### config.mk
export PLATFORM = sky130hd
export DESIGN_NAME = address_router
export DESIGN_NICKNAME = d
export VERILOG_FILES = /design/src/rtl/address_router_pkg.sv /design/src/rtl/address_router_chan.sv /design/src/rtl/address_router.sv
export SDC_FILE = /design/constraint.sdc
export NUM_CORES = 1
export LEC_CHECK = 0
export CELL_PAD_IN_SITES_DETAIL_PLACEMENT = 1
export CELL_PAD_IN_SITES_GLOBAL_PLACEMENT = 1
export CORE_AREA = 2 2 139 141
export DETAILED_ROUTE_END_ITERATION = 10
export DIE_AREA = 0 0 141 143
export PLACE_DENSITY = 0.82
export SYNTH_ARGS = -nofsm -noshare
export SYNTH_HDL_FRONTEND = slang
export SYNTH_SLANG_ARGS = --single-unit
### constraint.sdc
create_clock -name clk -period 6.72 [get_ports clk]
set_input_delay 1.68 -clock clk [delete_from_list [all_inputs] [get_ports clk]]
set_output_delay 1.68 -clock clk [all_outputs]
set_load 0.005 [all_outputs]
### src/rtl/address_router_pkg.sv
// Shared types and helpers for the address router and its per-channel engine.
package address_router_pkg;

   // Access size encoding carried on the read_size_* / write_size ports
   typedef enum logic [1:0] {
      SZ_BYTE = 2'd0,
      SZ_HALF = 2'd1,
      SZ_WORD = 2'd2,
      SZ_BAD  = 2'd3
   } acc_size_e;

   // Per-channel FSM state
   typedef enum logic [1:0] {
      IDLE = 2'd0,
      BUSY = 2'd1,
      ERR  = 2'd2
   } chan_state_e;

   // Debug view of all three channel FSMs
   typedef struct packed {
      chan_state_e w;
      chan_state_e r2;
      chan_state_e r1;
   } dbg_state_t;

   // True when the low address bits do not match the natural alignment of the size
   function automatic logic is_misaligned(input logic [1:0] addr_lo, input acc_size_e size);
      return ((size == SZ_HALF) && addr_lo[0]) ||
             ((size == SZ_WORD) && (addr_lo != 2'b00));
   endfunction

endpackage

### src/rtl/address_router_chan.sv
// One routing channel: decode, region latch, request hold, timeout and error response.
module address_router_chan
   import address_router_pkg::*;
#(
   parameter int WORD_SIZE   = 32,
   parameter int LOG_SIZE    = 12,
   parameter int NUM_REGIONS = 2,
   parameter int TIMEOUT     = 15,
   parameter bit DATA_EN     = 1'b1
) (
   input  logic                             clk,
   input  logic                             rst_n,
   input  logic                             req,
   input  logic [WORD_SIZE-1:0]             addr,
   input  logic [1:0]                       size,
   output logic [NUM_REGIONS-1:0]           tgt_en,
   input  logic [NUM_REGIONS*WORD_SIZE-1:0] tgt_data,
   input  logic [NUM_REGIONS-1:0]           tgt_valid,
   output logic                             rsp_valid,
   output logic                             rsp_err,
   output logic [WORD_SIZE-1:0]             rsp_data,
   output chan_state_e                      state_dbg
);

   localparam int RW = (NUM_REGIONS > 1) ? $clog2(NUM_REGIONS) : 1;
   localparam int CW = $clog2(TIMEOUT + 1);

   chan_state_e          state;
   logic [RW-1:0]        region_q;
   logic [CW-1:0]        cnt_q;
   logic [WORD_SIZE-1:0] region_full;
   logic [RW-1:0]        region_d;
   logic [RW-1:0]        sel;
   logic [WORD_SIZE-1:0] sel_data;
   logic                 fault;
   logic                 last_wait;

   // Decode the incoming address; faults cover unmapped regions, bad size and misalignment
   assign region_full = addr >> LOG_SIZE;
   assign region_d    = region_full[RW-1:0];
   assign fault       = (region_full >= WORD_SIZE'(NUM_REGIONS)) ||
                        (acc_size_e'(size) == SZ_BAD) ||
                        is_misaligned(addr[1:0], acc_size_e'(size));

   // While BUSY the latched region steers data; in IDLE the fresh decode does
   assign sel       = (state == BUSY) ? region_q : region_d;
   assign sel_data  = tgt_data[int'(sel)*WORD_SIZE +: WORD_SIZE];
   assign last_wait = (cnt_q == CW'(TIMEOUT - 1));
   assign state_dbg = state;

   // Target enables and the response strobe; everything is forced low while reset is held
   always_comb begin
      tgt_en    = '0;
      rsp_valid = 1'b0;
      rsp_err   = 1'b0;
      rsp_data  = '0;
      if (rst_n) begin
         unique case (state)
            IDLE: begin
               if (req && !fault) begin
                  tgt_en[region_d] = 1'b1;
                  if (tgt_valid[region_d]) begin
                     rsp_valid = 1'b1;
                     if (DATA_EN) rsp_data = sel_data;
                  end
               end
            end
            BUSY: begin
               if (req) begin
                  if (tgt_valid[region_q]) begin
                     tgt_en[region_q] = 1'b1;
                     rsp_valid        = 1'b1;
                     if (DATA_EN) rsp_data = sel_data;
                  end else if (last_wait) begin
                     rsp_valid = 1'b1;
                     rsp_err   = 1'b1;
                  end else begin
                     tgt_en[region_q] = 1'b1;
                  end
               end
            end
            ERR: begin
               rsp_valid = 1'b1;
               rsp_err   = 1'b1;
            end
            default: ;
         endcase
      end
   end

   // Channel FSM with region latch and wait counter
   always_ff @(posedge clk or negedge rst_n) begin
      if (!rst_n) begin
         state    <= IDLE;
         region_q <= '0;
         cnt_q    <= '0;
      end else begin
         unique case (state)
            IDLE: begin
               if (req) begin
                  if (fault) begin
                     state <= ERR;
                  end else begin
                     region_q <= region_d;
                     cnt_q    <= '0;
                     if (!tgt_valid[region_d]) state <= BUSY;
                  end
               end
            end
            BUSY: begin
               if (!req || tgt_valid[region_q] || last_wait) state <= IDLE;
               else cnt_q <= cnt_q + 1'b1;
            end
            ERR:     state <= IDLE;
            default: state <= IDLE;
         endcase
      end
   end

endmodule

### src/rtl/address_router.sv
// Memory-map router: two read channels and one write channel onto NUM_REGIONS targets.
// Handshake: a request line is held high until its valid strobe; valid is a one-cycle
// pulse, err qualifies it, and a channel takes a new request only in a later IDLE cycle.
module address_router
   import address_router_pkg::*;
#(
   parameter int WORD_SIZE   = 32,
   parameter int LOG_SIZE    = 12,
   parameter int NUM_REGIONS = 2,
   parameter int TIMEOUT     = 15
) (
   input  logic                             clk,
   input  logic                             rst_n,
   input  logic                             read_one,
   input  logic                             read_sign_one,
   input  logic [WORD_SIZE-1:0]             read_addr_one,
   input  logic [1:0]                       read_size_one,
   output logic [WORD_SIZE-1:0]             read_data_one,
   output logic                             read_valid_one,
   output logic                             read_err_one,
   input  logic                             read_two,
   input  logic                             read_sign_two,
   input  logic [WORD_SIZE-1:0]             read_addr_two,
   input  logic [1:0]                       read_size_two,
   output logic [WORD_SIZE-1:0]             read_data_two,
   output logic                             read_valid_two,
   output logic                             read_err_two,
   input  logic                             wren,
   input  logic [1:0]                       write_size,
   input  logic [WORD_SIZE-1:0]             write_addr,
   input  logic [WORD_SIZE-1:0]             write_data,
   output logic                             write_valid,
   output logic                             write_err,
   output logic [NUM_REGIONS-1:0]           tgt_read_one,
   output logic [NUM_REGIONS-1:0]           tgt_read_two,
   input  logic [NUM_REGIONS*WORD_SIZE-1:0] tgt_rdata_one,
   input  logic [NUM_REGIONS*WORD_SIZE-1:0] tgt_rdata_two,
   input  logic [NUM_REGIONS-1:0]           tgt_rvalid_one,
   input  logic [NUM_REGIONS-1:0]           tgt_rvalid_two,
   output logic [NUM_REGIONS-1:0]           tgt_wren,
   input  logic [NUM_REGIONS-1:0]           tgt_wvalid,
   output dbg_state_t                       dbg_state
);

   chan_state_e          r1_state;
   chan_state_e          r2_state;
   chan_state_e          w_state;
   logic [WORD_SIZE-1:0] w_rsp_data_unused;
   logic                 unused_inputs;

   address_router_chan #(
      .WORD_SIZE(WORD_SIZE), .LOG_SIZE(LOG_SIZE), .NUM_REGIONS(NUM_REGIONS),
      .TIMEOUT(TIMEOUT), .DATA_EN(1'b1)
   ) u_r1 (
      .clk(clk), .rst_n(rst_n), .req(read_one), .addr(read_addr_one), .size(read_size_one),
      .tgt_en(tgt_read_one), .tgt_data(tgt_rdata_one), .tgt_valid(tgt_rvalid_one),
      .rsp_valid(read_valid_one), .rsp_err(read_err_one), .rsp_data(read_data_one),
      .state_dbg(r1_state)
   );

   address_router_chan #(
      .WORD_SIZE(WORD_SIZE), .LOG_SIZE(LOG_SIZE), .NUM_REGIONS(NUM_REGIONS),
      .TIMEOUT(TIMEOUT), .DATA_EN(1'b1)
   ) u_r2 (
      .clk(clk), .rst_n(rst_n), .req(read_two), .addr(read_addr_two), .size(read_size_two),
      .tgt_en(tgt_read_two), .tgt_data(tgt_rdata_two), .tgt_valid(tgt_rvalid_two),
      .rsp_valid(read_valid_two), .rsp_err(read_err_two), .rsp_data(read_data_two),
      .state_dbg(r2_state)
   );

   // Write channel returns no data, so its data path is tied off
   address_router_chan #(
      .WORD_SIZE(WORD_SIZE), .LOG_SIZE(LOG_SIZE), .NUM_REGIONS(NUM_REGIONS),
      .TIMEOUT(TIMEOUT), .DATA_EN(1'b0)
   ) u_w (
      .clk(clk), .rst_n(rst_n), .req(wren), .addr(write_addr), .size(write_size),
      .tgt_en(tgt_wren), .tgt_data({(NUM_REGIONS*WORD_SIZE){1'b0}}), .tgt_valid(tgt_wvalid),
      .rsp_valid(write_valid), .rsp_err(write_err), .rsp_data(w_rsp_data_unused),
      .state_dbg(w_state)
   );

   // Sign and write data travel to the targets on their own broadcast wiring
   assign unused_inputs = ^{read_sign_one, read_sign_two, write_data, w_rsp_data_unused};

   // Collect channel states for observation
   assign dbg_state = '{w: w_state, r2: r2_state, r1: r1_state};

endmodule

==> summary by stage <==
Synth
The Yosys step of the flow raised 0 warnings. Of the total synthesized cell area, the portion taken by XOR and XNOR cells is 0%. The synthesized netlist occupies a cell area of 2935 um2. Dividing the synthesized area by the synthesized cell count gives 7.006 um2. Summing the areas of all and, or, nand and nor instances in the mapped netlist gives 33.76% of the synthesized area. The share of the synthesized area in the top cell type is 17.90%.

The synthesized net count is 712. The distinct cell type count of the synthesized netlist is 53. In this run, synthesis inferred 0 flip-flops with an integrated enable. The share of flip-flops with an asynchronous set or reset is 100.0%. The synthesized netlist devotes 7.673% of its cell area to adder and majority cells. The number of cells produced by synthesis is 419. The main flop type after synthesis is sky130_fd_sc_hd__dfrtp_1. The share of the synthesized area in compound gates (AO/OA/AOI/OAI) is 17.99%. The sequential element share of the synthesized area is 17.90%. Of all cell types, the one taking the most synthesized area is sky130_fd_sc_hd__dfrtp_1.

The synthesis-stage register bit count is 21. After synthesis, the share of cell area in mux cells is 16.75%. Ranked by total cell area, the synthesized netlist is headed by sky130_fd_sc_hd__dfrtp_1, sky130_fd_sc_hd__mux2i_1, sky130_fd_sc_hd__nand2_1, sky130_fd_sc_hd__ha_1, sky130_fd_sc_hd__nor2_1. The combinational family with the most area after synthesis is simple AND/OR/NAND/NOR gates.

Drt
The sum of met2 wire segment lengths after detailed routing is 7446 um. For this block, the routed nets add up to 14010 um of wire. The count of TritonRoute iterations in the first routing pass is 6.

The detailed router's first-iteration violation count is 111. The final route contains 4167 vias. The wire length on met1 is 5627 um.

The sum of met3 wire segment lengths after detailed routing is 802 um. The highest metal layer with signal wires is met4. The antenna violation net count after detailed routing is 0. The post-detailed-route via-to-cell ratio is 4.461. The number of remaining DRC errors is 0. The average wire per standard cell is 15.00 um.

Timing
Setup repair after global routing left no endpoint under its margin. Summed over all failing endpoints, the final setup total negative slack is 0 ns. The number of hold violations in the final report is 0. The worst-margin pin slew is 0.5426 ns. The fmax is 173.1 MHz. The worst-case clock skew is 0.005238 ns. The ratio of final minimum period to clock period is 85.94%.

Subtracting the final worst setup slack from the clock period gives 5.775 ns. Setup violations remaining at the end of the flow were counted as 0. The worst pin sits at a relative slew slack of 63.83%. The total count of max-transition violations in the final report is 0.

Power and ir drop
Across the VDD grid, the largest voltage drop is 0.06766 mV. The power density over the cells is 86.95 nW/um2. In this run the static leakage power is 2.467 nW.

CTS
The clock sink total is 21. The clock slew at the register clock pins of the worst setup and hold paths is 0.06 ns. The insertion delay to the later sink of the worst-skew pair is 0.26 ns. CTS placed an instance of sky130_fd_sc_hd__clkbuf_16 at the clock tree root. The depth of the CTS H-tree is 1. TritonCTS created 3 clock buffers. After clock tree synthesis, the setup repair step added 0 buffers. Counting along the longest clock path gives a buffer depth of 2.

Buffers inserted to repair hold after CTS numbered 0. Post-CTS repair changed the size of 0 cells. TritonCTS built the clock tree.

Worst setup path
The maximum fanout along the worst path is 32. The type of origin of the critical path is an input pin. The data arrival time of the critical path is 4.10 ns. The element type at the critical path end is a primary output. The endpoint required time on the critical path is 5.04 ns. The setup path with the least slack is of type in2out.

Flow run
Max-cap violations in this run came to 0.

Outcome
The run finished with clean final reports.

Floorplan
357 I/O pins were placed. The die covers 20160 um2. The die outline height is 143 um. The initial core utilization is 15.80%. The region available for standard cell placement spans 18580 um2. The number of rows created at floorplan is 50. The horizontal die dimension is 141 um.

Layout
The share of layout cells above drive strength 1 is 4.286%. The count of nets after finishing is 994. The number of antenna diodes in the final layout is 0.

The finished layout holds 934 standard cells, fillers aside. The core occupancy in the finished layout is 33.35%. The layout-stage area growth over the synthesis result is 111.1%.

The library cell used most frequently in the layout, excluding fill and tap cells, is sky130_fd_sc_hd__clkdlybuf4s50_1. The library cells used most frequently in the layout, excluding fill and tap cells, are sky130_fd_sc_hd__clkdlybuf4s50_1, sky130_fd_sc_hd__nand2_1, sky130_fd_sc_hd__nor2_1. After routing the design area is 6196 um2.

The count of filler cells inserted in the layout is 2221.

Place
The placed instance count is 930. The global placement routability congestion is 0.7827. The number of I/O port buffers is 292. Once detailed placement completed, the half-perimeter wirelength came to 12010 um. The total cell area at the placement stage is 6113 um2.

Global routing
The total global routing track utilization is 12.80%. Entering global routing, the biggest net connects 33 pins. Global routing finished with a remaining overflow of 0. The first-pass GRT wire length is 21420 um. The via count of the first global-routing pass is 4204.

The initial antenna violation count is 0.

Min path
The min-delay analysis places its worst path in the category reg2reg.
## worst paths after layout
| path | from | end | slack (ns) | cells after the start |
|---|---|---|---|---|
| hold / removal | u_r1.cnt_q[3]$_DFFE_PN0P_ | u_r1.cnt_q[3]$_DFFE_PN0P_ | 0.56 | 2 |
| min in group asynchronous | rst_n | u_r1.region_q$_DFFE_PN0P_ | 1.69 | 1 |
| setup / recovery | read_addr_two[23] | read_data_two[29] | 0.94 | 8 |
| max in group asynchronous | rst_n | u_r2.state_dbg[0]$_DFFE_PN0P_ | 4.33 | 3 |
| setup reg to reg | u_w.state_dbg[1]$_DFFE_PN0P_ | u_w.cnt_q[1]$_DFFE_PN0P_ | 4.78 | 6 |
| hold reg to reg | u_r1.cnt_q[3]$_DFFE_PN0P_ | u_r1.cnt_q[3]$_DFFE_PN0P_ | 0.56 | 2 |
## sequential cells by signal, indices dropped and copies added, names as in the netlist
signal and cells:
u_w.state_dbg 2, u_r2.cnt_q 4, u_r2.state_dbg 2, u_r1.region_q 1, u_r2.region_q 1, u_r1.state_dbg 2
u_w.region_q 1, u_w.cnt_q 4, u_r1.cnt_q 4
## cells in the mapped netlist (all sizes together), types with 2 or more instances
cell type  number
dfrtp          21
a22o            4
a21boi          2
nand2          93
a31oi           4
o21ai          16
o22ai           4
o2bb2ai         2
buf            10
o211ai          2
nor3            8
nand3          12
and3            3
nor2           50
o31ai           2
nand2b          5
nand4          13
clkbuf         13
nor3b           3
nor4           13
nor2b           2
inv            15
mux2            6
mux2i          42
ha             18
a21oi          36
o21a            4
## metal layers
| metal | GRT usage, % | vias to the layer above |
|---|---|---|
| li1 | - | 2056 |
| met4 | 1.632 | 0 |
| met5 | 0 | - |
| met2 | 24.29 | 147 |
| met1 | 15.40 | 1952 |
| met3 | 2.347 | 12 |
## report_power, final
group | total [mW] | internal (mW) | leakage [nW] | switching [mW]
Clock | 0.131 | 0.0806 | 0.0371 | 0.0502
Combinational | 0.268 | 0.168 | 2.15 | 0.101
Sequential | 0.139 | 0.132 | 0.278 | 0.00773
Total | 0.539 | 0.380 | 2.47 | 0.159
## stage by stage
step	hold WS (ns)	power (mW)	setup slack, ns
finish	0.5566	0.5388	0.9445
CTS	0.5599	0.5487	0.8531
detailed placement	0.5461	0.4124	0.8618
global placement	0.5339	0.4065	0.8971
global route	0.5878	0.5773	0.6507
floorplan	0.5039	0.2377	2.170
## cell type report
| class | count | area (um2) | share of cell area [%] |
|---|---|---|---|
| tap | 234 | 292.8 | 4.725 |
| clock buffer | 3 | 75.07 | 1.212 |
| sequential | 21 | 525.5 | 8.481 |
| multi-input combinational | 360 | 2256 | 36.41 |
| timing repair buffer | 300 | 2983 | 48.14 |
| clock inverter | 1 | 7.507 | 0.1212 |
| inverter | 15 | 56.30 | 0.9087 |
## logic make-up (layout without fill, tap and decap cells)
group                    count (synthesis)  after routing
multiplexers                            48             48
buffers and inverters                   38            319
AND/OR/NAND/NOR                        209            209
flip-flops                              21             21
adder cells (fa/ha/maj)                 18             18
AO/OA/AOI/OAI                           85             85
## worst max-delay path, cell delays in order
cell and delay [ns]:
sky130_fd_sc_hd__clkdlybuf4s50_1 0.41, sky130_fd_sc_hd__nor4_1 0.30, sky130_fd_sc_hd__nand4_1 0.23, sky130_fd_sc_hd__nor3_2 0.28
sky130_fd_sc_hd__o211ai_1 0.13, sky130_fd_sc_hd__buf_4 0.25, sky130_fd_sc_hd__a21oi_1 0.24, sky130_fd_sc_hd__clkdlybuf4s50_1 0.56
Note: power is estimated with default switching activity, not from simulation.
